<file path="config.mk">
export PLATFORM = sky130hd
export DESIGN_NAME = nibble_unsort
export DESIGN_NICKNAME = d
export VERILOG_FILES = /design/src/rtl/nibble_unsort.sv
export SDC_FILE = /design/constraint.sdc
export NUM_CORES = 1
export LEC_CHECK = 0
export ABC_CLOCK_PERIOD_IN_PS = 2100
export BUFFER_PORTS_ARGS = -buffer_cell sky130_fd_sc_hd__buf_2
export CAP_MARGIN = 20
export CORE_MARGIN = 2
export CORE_UTILIZATION = 30
export CTS_BUF_LIST = sky130_fd_sc_hd__clkbuf_2 sky130_fd_sc_hd__clkbuf_4 sky130_fd_sc_hd__clkbuf_8
export CTS_CLUSTER_SIZE = 20
export DETAILED_ROUTE_END_ITERATION = 10
export PLACE_DENSITY_LB_ADDON = 0.12
export SYNTH_ARGS = -nofsm -noshare
export SYNTH_HDL_FRONTEND = slang
export SYNTH_SLANG_ARGS = --single-unit
export TNS_END_PERCENT = 30
</file>
<file path="constraint.sdc">
create_clock -name clk -period 2.1 [get_ports clk]
set_input_delay 0.525 -clock clk [delete_from_list [all_inputs] [get_ports clk]]
set_output_delay 0.525 -clock clk [all_outputs]
set_load 0.01 [all_outputs]
</file>
<file path="src/rtl/nibble_unsort.sv">
// nibble_unsort
//   Inverse stage for the 4-nibble sorter. It captures a sorted 16-bit word and
//   an 8-bit permutation tag. Over four cycles it scatters one nibble per cycle
//   back to its original position. It then presents the restored word on a
//   valid/ready output together with two informational error flags.
//
// Ports
//   clk        system clock, all state changes on the rising edge
//   reset      synchronous active-high reset
//   in_valid   in_data/in_perm valid
//   in_ready   block can accept (IDLE only, low while reset is asserted)
//   in_data    sorted word, slot k = bits [4k+3:4k], slot 0 smallest
//   in_perm    bits [2k+1:2k] = original position of sorted slot k
//   out_valid  out_data/flags valid (DONE only)
//   out_ready  downstream accepts
//   out_data   restored word, nibble p = bits [4p+3:4p]
//   perm_err   tag was not a true permutation
//   order_err  input slots were not non-decreasing
module nibble_unsort (
  input  logic        clk,
  input  logic        reset,
  input  logic        in_valid,
  output logic        in_ready,
  input  logic [15:0] in_data,
  input  logic [7:0]  in_perm,
  output logic        out_valid,
  input  logic        out_ready,
  output logic [15:0] out_data,
  output logic        perm_err,
  output logic        order_err
);

  typedef enum logic [1:0] {
    IDLE    = 2'd0,
    SCATTER = 2'd1,
    DONE    = 2'd2
  } state_t;

  state_t      state_q;
  logic [1:0]  k_q;
  logic [3:0]  mark_q;
  logic [15:0] data_q;
  logic [7:0]  perm_q;
  logic [15:0] out_data_q;
  logic        perm_err_q;
  logic        order_err_q;
  logic        out_valid_q;

  logic [15:0] out_data_d;
  logic [3:0]  mark_d;
  logic [1:0]  tgt;
  logic [3:0]  nib;
  logic [2:0]  unsorted;

  // One comparator per adjacent slot pair; equal neighbours are legal.
  for (genvar gi = 0; gi < 3; gi++) begin : g_order
    assign unsorted[gi] = in_data[4*gi +: 4] > in_data[4*gi+4 +: 4];
  end

  // Scatter datapath for the current slot k. A later slot that targets the
  // same position simply overwrites the earlier nibble.
  always_comb begin
    tgt        = perm_q[{k_q, 1'b0} +: 2];
    nib        = data_q[{k_q, 2'b00} +: 4];
    out_data_d = out_data_q;
    out_data_d[{tgt, 2'b00} +: 4] = nib;
    mark_d     = mark_q | (4'b0001 << tgt);
  end

  always_ff @(posedge clk) begin
    if (reset) begin
      state_q     <= IDLE;
      k_q         <= 2'd0;
      mark_q      <= 4'h0;
      data_q      <= 16'h0000;
      perm_q      <= 8'h00;
      out_data_q  <= 16'h0000;
      perm_err_q  <= 1'b0;
      order_err_q <= 1'b0;
      out_valid_q <= 1'b0;
    end else begin
      case (state_q)
        IDLE: begin
          if (in_valid) begin
            data_q      <= in_data;
            perm_q      <= in_perm;
            out_data_q  <= 16'h0000;
            mark_q      <= 4'h0;
            k_q         <= 2'd0;
            order_err_q <= |unsorted;
            state_q     <= SCATTER;
          end
        end
        SCATTER: begin
          out_data_q <= out_data_d;
          mark_q     <= mark_d;
          k_q        <= k_q + 2'd1;
          if (k_q == 2'd3) begin
            // mark_d already includes this cycle's write.
            perm_err_q  <= (mark_d != 4'hF);
            out_valid_q <= 1'b1;
            state_q     <= DONE;
          end
        end
        DONE: begin
          if (out_ready) begin
            out_valid_q <= 1'b0;
            state_q     <= IDLE;
          end
        end
        default: begin
          out_valid_q <= 1'b0;
          state_q     <= IDLE;
        end
      endcase
    end
  end

  // Gated by reset so the block never advertises readiness while held in reset.
  assign in_ready  = (state_q == IDLE) && !reset;
  assign out_valid = out_valid_q;
  assign out_data  = out_data_q;
  assign perm_err  = perm_err_q;
  assign order_err = order_err_q;

endmodule
</file>
# [Word level (Yosys, flattened, before mapping)]
# Cells that the tools add are included.
[totals] register_bits=51 word_cells=52
[op_classes] addsub=2 magnitude_cmp=3 eq_ne=7 n_shift=5 n_mux=14 n_bitwise=2 reduce_logical=10
[op_table] operator="$pmux 16 s2" n=1
[op_table] operator="$bwmux 16" n=1
[op_table] operator="$mux 16" n=1
[op_table] operator="$shift 4x6->16 const A" n=1
[op_table] operator="$shiftx 16x5->4" n=1
[op_table] operator="$shiftx 4x6->16" n=1
[op_table] operator="$gt 4x4->1" n=3
[op_table] operator="$mux 2" n=4
[op_table] operator="$pmux 4 s2" n=1
[op_table] operator="$shiftx 8x4->2" n=1
[op_table] operator="$ne 2x2->1 const B" n=3
[op_table] operator="$neg 4->6" n=1
[op_table] operator="$pmux 2 s3" n=1
[op_table] operator="$reduce_and 2->1" n=3
[op_table] operator="$reduce_and 3->1" n=2
[op_table] operator="$eq 2x2->1 const B" n=2
[op_table] operator="$mux 4" n=1
[op_table] operator="$ne 4x4->1 const B" n=1
[op_table] operator="$or 4x4->4" n=1
[op_table] operator="$pmux 2 s2" n=1
[op_table] operator="$shl 1x2->4 const A" n=1
[op_table] operator="$pmux 1 s3" n=1
[op_table] operator="$reduce_or 3->1" n=1
[op_table] operator="$add 2x1->2 const B" n=1
[op_table] operator="other kinds (7)" n=8

# [Depth between registers and ports, before layout]
# Gate-level depths: netlist (run 1).
[depth] word_depth=5 mapped_depth=7 depth_no_buf=6

# [Worst setup path before layout (run 1)]
# Ideal clock, no wire load.
[synth_timing] path_kind="register to register" start="register k_q[0]" end="register out_data_q[12], in the netlist out_data[12]" setup_ns=0.070 arrival_ns=2.005 required_ns=2.030 path_slack_ns=0.025 stages_incl_launch_ff=8 synth_period_minus_slack_ns=2.075 path_cell_list="dfxtp_1 -> buf_6 -> mux4_1 -> inv_1 -> ha_1 -> nor4b_1 -> nand2_1 -> o2bb2ai_1"
[synth_between] elab_chain_len=5
[synth_lines] element="start, declared" line_no="40" rtl="logic [1:0] k_q;"
[synth_lines] element="start signal, assigned" line_no="97" rtl="k_q <= k_q + 2'd1;"
[synth_lines] element="$shiftx 8x4->2" line_no="63" rtl="tgt = perm_q[{k_q, 1'b0} +: 2];"
[synth_lines] element="$neg 4->6" line_no="66" rtl="out_data_d[{tgt, 2'b00} +: 4] = nib;"
[synth_lines] element="$shiftx 4x6->16 / $shift 4x6->16 (equally long branches)" line_no="66"
[synth_lines] element="$bwmux 16 *" line_no="66"
[synth_lines] element="$pmux 16 s2 *" line_no="82" rtl="case (state_q)"
[synth_lines] element="end signal, assigned" line_no="95" rtl="out_data_q <= out_data_d;"
[synth_lines] element="end, declared" line_no="44" rtl="logic [15:0] out_data_q;"
# Mark *: on every way between the ends. The rest lies on a longest branch, timed or not.
# A chain may end at the register's enable or synchronous reset.

# [Worst setup path after layout (run 1)]
# Ends and elaborated chain as after synthesis.

==> results.md, run 1 <==
* Post-synthesis sequential area ratio at a little over two fifths
* Crit path largest cell delay at 0.55 ns
* Main flop type after synthesis: dfxtp_1
* Row count at 32
* Hold buffers post-CTS at 0
* Worst setup EP type: register
* Cells along the critical path: mux4_2 > clkinv_4 > ha_1 > nor4b_1 > nand2_1 > o2bb2ai_1
* Total GRT Usage at around an eighth
* Critical path's top delay family: multiplexers
* Status: completed
* Post-synth ARST share at 0%
* Post-DR vias/cell at 4.67
* WL final at approximately 5500 µm
* Final Critical Period at between 1.5 and 2 ns
* Synth Area in Adders at between 10% and 20%
* Relative slew slack at about four fifths
* Worst skew pair latency at around 0.3 ns
* Synth Area per Inst at 9.15 µm²
* H-tree depth at 2
* Die Wd at about 93 µm
* HP Class: primary input to register
* Maximum vdd drop at between 0.2 and 0.3 mV
* Peak Freq at around 0.52 GHz
* GRT Residual Overflow at 0
* TritonRoute pass-1 iters at 4
* Simple-Gate Fraction of Synth Area at 17.8%
* Post-synthesis compound-gate area fraction at 17.5%
* Post-CTS setup buffer count at 0
* Post-cts sizing count at 0
* Commonest cells in the netlist: 58 x nand2_1, 51 x dfxtp_1, 37 x a21oi_1
* Post-synth EDFFs at 0
* Synth warnings at 0
* Comb pwr share at between 10% and 20%
* Core area at 7730 µm²
* Slack of the critical path at roughly 0.17 ns
* Top-count cell post-synth: nand2_1
* Worst r2r dst: out_data[12]
* Sw power at around 530 µW
* Gpl congestion at 0.726
* Post-Synth XOR/XNOR Area at 0%
* Final hold vios at 0
* Worst Path Buf+Inv at 1
* WL/cell at between 10 and 15 µm
* Largest family of logic cells by synthesized area: simple AND/OR/NAND/NOR gates
* Critical-path maximum fanout at 6
* Reg clk slew, reported paths at about 0.090 ns
* Vias at just under 2000
* Hold depth at 3
* Top post-synthesis cells by area: dfxtp_1 43%, ha_1 10%, nand2_1 9.1%
* CTS root buf: clkbuf_8
* Seq pwr share at a little over half
* Top cell type by total area after synthesis: dfxtp_1
* Worst setup SP type: register
* Worst R2R Setup Slack at between 0.15 and 0.2 ns
* First-pass GRT wire length at ~9200 µm
* Worst Path Required at around 2.3 ns
* Mux contribution to synthesized area at 6.42%
* Area grow syn2layout at 19.2%
* Pwr Density at around 660 nW/µm²
* TritonCTS clock tree: built
* Clock share of power at ~30%
* Critical R2R Launch: k_q[0]
* Dpl ws at ~0.089 ns
* Detail Placement HPWL at approximately 4100 µm
* Crit share post-route at between 90% and 100%
* Syn Inst Count at around 260
* R2R cell count at 6
* Final Max Slew Viols at 0
* Crit path DAT at 2.17 ns
* I/O pins at 48
* Share of cells above drive strength 1 at a little under a quarter
* Critical Path Source: k_q[0]
* Setup TNS at 0 ns
* Initial core utilization at a little under a third
* Endpoints failing setup at 0
* Die height at ~93 µm
* Clk_skew at 0.00378 ns
* Synth Net Count at 310
* Worst Setup EP: out_data[12]
* # port buffers at 47
* CTS buffer count at 5
* Die area at a little under 9000 µm²
* DR iter-0 viols at 49
* Pint at 1.37 mW
* Antenna Nets Post-Route at 0
* Switching Share at between 20% and 30%
* Max Root-Sink Buffers at 2
* Antenna cell count at 0
* CP max-delay cell: mux4_2
* Pleak at about 1.2 nW
* NumNets Final at 360
* Initial antenna violation count at 0
* Mapped cell area at ~2400 µm²
* Worst-Margin Slew at 0.311 ns
* WP depth at 6
* Largest net degree at the start of global routing at 32
* CTS sink cnt at ~50
* DRC Markers at 0
* Vias in the first global route at approximately 1800
* Flops & latches, synth at slightly above 50
* Synth cell types at 34
* Setup Crit Path Kind: register to register
* Post-synth top area share at between 40% and 50%
* Max cap viols at 0
* RSZ-0062 raised after global routing: false
==> worst min-delay path, delay by kind of cell <==
kind            cells  cell delay (ns)
simple gates        1             0.05
buf+inv             1             0.10
compound gates      1             0.05
==> state kept, by name, summed over array words and instances (netlist names) <==
signal     flops
data_q        16
out_data      16
perm_q         8
mark_q         4
k_q            2
state_q        2
order_err      1
out_valid      1
perm_err       1
==> through the flow <==
stage	cells	total power, mW	area, µm²	util [%]	hold WS [ns]
finish	415	1.89	2860	37.0	0.452
floorplan	262	1.24	2400	-	0.432
detailed placement	407	1.35	2770	35.8	0.445
global placement	407	1.35	2770	35.8	0.438
global route	415	2.01	2860	37.0	0.444
CTS	415	1.92	2850	36.9	0.442
==> power groups by stage <==
stage	sequential (mW)	combinational, mW	clock, mW
finish	1.03	0.296	0.571
detailed placement	1.05	0.301	0
global route	1.03	0.337	0.638
CTS	1.03	0.301	0.595
floorplan	1.04	0.205	0
global placement	1.05	0.298	0
==> cells by family after synthesis <==
group,after synthesis
compound gates,66
buf+inv,28
fa+ha+maj,20
mux,6
simple gates,91
flops,51
==> worst min-delay path by stage <==
stage	endpoint	slack (ns)	from
final	perm_q[0]	0.45	in_perm[0]
after global routing	perm_q[2]	0.44	in_perm[2]
after CTS	perm_q[7]	0.44	in_perm[7]
after detailed placement	data_q[6]	0.44	data_q[6]
after global placement	data_q[6]	0.44	data_q[6]
after floorplan	data_q[4]	0.43	data_q[4]
==> cell usage in the layout, fill, tap and decap left out, types with 2 or more instances in the layout <==
master     count
a211oi_1       3
a21oi_1       37
buf_2         47
buf_4         10
clkbuf_8       5
clkinv_2       2
dfxtp_1       50
ha_1          20
inv_1         13
mux4_1         4
mux4_2         2
nand2_1       58
nand2b_1       5
nand3_1        2
nand3b_1       2
nor2_1        12
nor2b_1        2
nor3_1         3
o21ai_0        2
o22ai_1        2
o2bb2ai_1     16
==> routing by layer <==
metal | vias to the layer above | GRT usage (%) | wire (µm) | part of all wire [%]
met5 | - | 0 | 0 | 0
met4 | 0 | 4.41 | 77 | 1.4
met3 | 6 | 2.90 | 200 | 3.6
met2 | 37 | 20.3 | 2340 | 43
met1 | 876 | 18.5 | 2870 | 52
li1 | 1017 | - | - | -
==> cell type report <==
type	instances	area [µm²]
clock buffer	5	68.8
multi-input combinational	183	1250
clock inverter	3	18.8
fill	819	4870
tap	102	128
inverter	14	57.6
sequential	51	1020
timing repair buffer	57	310
No activity file was read; power rests on OpenSTA's default activity.
==> inputs of run 2 (changes only) <==
- ABC_CLOCK_PERIOD_IN_PS: 2100 -> 2050
- CELL_PAD_IN_SITES_DETAIL_PLACEMENT: unset -> 0
- CELL_PAD_IN_SITES_GLOBAL_PLACEMENT: unset -> 1
- clock period: 2.1 -> 2.05 ns (I/O delays scaled with it)
==> run 2 against run 1 <==
First-iteration DRC count down 24%. Worst setup slack got worse by 0.021 ns. Register-to-register slack worse by 0.02 ns. Sequential share of layout area down 0.68 points. Sequential cell count did not move. Critical path depth did not move. Highest routed layer unchanged.
==> results.md, run 2 (synthesis gave the netlist of run 1 again) <==
* Status: completed
* Setup TNS at 0 ns (unchanged)
* WL/cell at 13.4 µm (+0.95%)
* Initial antenna violation count at 0 (unchanged)
* Antenna Nets Post-Route at 0 (unchanged)
* Clk_skew at 0.00563 ns (+0.00184 ns)
* Share of cells above drive strength 1 at 24.3% (+0.96 points)
* Worst skew pair latency at 0.30 ns (about the same)
* RSZ-0062 raised after global routing: false
* Worst setup SP type: register
* Worst-Margin Slew at 0.331 ns (+0.0206 ns)
* Final Max Slew Viols at 0 (unchanged)
* Final Critical Period at 1.90 ns (-0.0287 ns)
* GRT Residual Overflow at 0 (unchanged)
* DR iter-0 viols at 37 (-24%)
* CTS root buf: clkbuf_8
* Initial core utilization at 31.0% (unchanged)
* Relative slew slack at 77.3% (-1.4 points)
* Worst setup EP type: register
* Worst Path Required at 2.28 ns (-0.06 ns)
* Crit share post-route at 92.8% (+0.84 points)
* TritonCTS clock tree: built
* Row count at 32 (unchanged)
* Pleak at 1.24 nW (+1.7%)
* Most common cell after layout, fill and taps aside: nand2_1
* # port buffers at 47 (unchanged)
* Area grow syn2layout at 21.8%
* WL final at 5540 µm (+0.95%)
* I/O pins at 48 (unchanged)
* Post-DR vias/cell at 4.73 (+1.3%)
* Max cap viols at 0 (unchanged)
* Largest net degree at the start of global routing at 32 (unchanged)
* Die Wd at 93.4 µm (unchanged)
* H-tree depth at 2 (unchanged)
* Core area at 7730 µm² (unchanged)
* Pwr Density at 748 nW/µm² (+13%)
* Antenna cell count at 0 (unchanged)
* Maximum vdd drop at 0.252 mV (-1.8%)
* Detail Placement HPWL at 4190 µm (+0.97%)
* Cells along the critical path: mux4_2 > inv_1 > ha_1 > nor4b_2 > nand2_2 > o2bb2ai_1
* Crit path DAT at 2.14 ns (-0.03 ns)
* Die area at 8720 µm² (unchanged)
* Vias in the first global route at 1966 (+6.4%)
* Setup Crit Path Kind: register to register
* Hold Slack at 0.440 ns (-0.0111 ns)
* TritonRoute pass-1 iters at 4 (unchanged)
* Peak Freq at 0.526 GHz (+1.5%)
* Die height at 93.4 µm (unchanged)
* First-pass GRT wire length at 9660 µm (+5.3%)
* HP Class: primary input to register
* Power Total at 2.18 mW (+15%)
* Max Root-Sink Buffers at 2 (unchanged)
* DRC Markers at 0 (unchanged)
* Total GRT Usage at 14.0% (+0.70 points)
* Vias at 1961 (+1.3%)
* Most frequent cells in the layout: 57 x nand2_1, 50 x dfxtp_1, 47 x buf_2
* NumNets Final at 360 (unchanged)
* Reg clk slew, reported paths at 0.09 ns (about the same)
* Hold buffers post-CTS at 0 (unchanged)
* Crit path largest cell delay at 0.52 ns (-0.03 ns)
* Post-layout util at 37.8% (+0.81 points)
* Endpoints failing setup at 0 (unchanged)
* Final hold vios at 0 (unchanged)
* Critical-path maximum fanout at 4 (-2)
* CTS sink cnt at 51 (unchanged)
* CP max-delay cell: mux4_2
* CTS buffer count at 5 (unchanged)
* Gpl congestion at 0.737 (+1.6%)
[run 2: cell count changes in the layout (fill, tap and decap cells not counted), sizes merged]
cell	previous run	this run
clkbuf	5	6
clkinv	3	1
inv	14	13
bufinv	0	2
[run 2: stage by stage]
stage / std cells / instance area, µm² / setup slack [ns]
floorplan: 262 / 2390 / 0.0548
global placement: 407 / 2760 / 0.0840
detailed placement: 407 / 2760 / 0.0323
CTS: 415 / 2900 / 0.00265
global route: 415 / 2920 / 0.0164
finish: 415 / 2920 / 0.147
[run 2: final timing paths]
check / to / start / cells past startpoint / slack, ns
hold reg to reg: data_q[4] / data_q[4] / 2 / 0.46
hold / removal: perm_q[7] / in_perm[7] / 3 / 0.44
setup reg to reg: out_data[13] / k_q[0] / 6 / 0.15
setup / recovery: out_data[13] / k_q[0] / 6 / 0.15
[run 2: final cells by class]
| cell class | instances | area, µm² |
|---|---|---|
| sequential | 51 | 1020 |
| timing repair buffer | 57 | 310 |
| multi-input combinational | 183 | 1260 |
| clock inverter | 2 | 60.1 |
| fill | 822 | 4810 |
| clock buffer | 6 | 76.3 |
| inverter | 14 | 57.6 |
| tap | 102 | 128 |
[run 2: critical path, delay by kind of cell, from the launching register on]
family / cells / cell delay, ns
adders and majority gates: 1 / 0.26
buffers and inverters: 1 / 0.09
and+or+nand+nor: 2 / 0.44
AOI/OAI and AO/OA: 1 / 0.15
DFF: 1 / 0.39
muxes: 1 / 0.52
[run 2: report_power, final]
part           leakage (nW)  switching (mW)  internal, mW
logic                 0.756           0.173         0.133
clock network        0.0688           0.327         0.501
registers             0.416          0.0234          1.03
total                  1.24           0.523          1.66
[run 2: routing by layer]
metal / global-route usage [%] / share of wire [%] / up-vias
met2: 22.4 / 45 / 39
met4: 4.04 / 1.4 / 0
met5: 0 / 0 / -
met1: 19.2 / 50 / 899
met3: 2.50 / 3.6 / 6
li1: - / - / 1017
[run 2: timing repair]
action	4_1_cts	5_1_grt
cloned	0	0
resized for setup	1	5
endpoints found under the hold margin	0	0
pin swaps	0	1
setup buffers	0	0
setup endpoints to repair	1	15
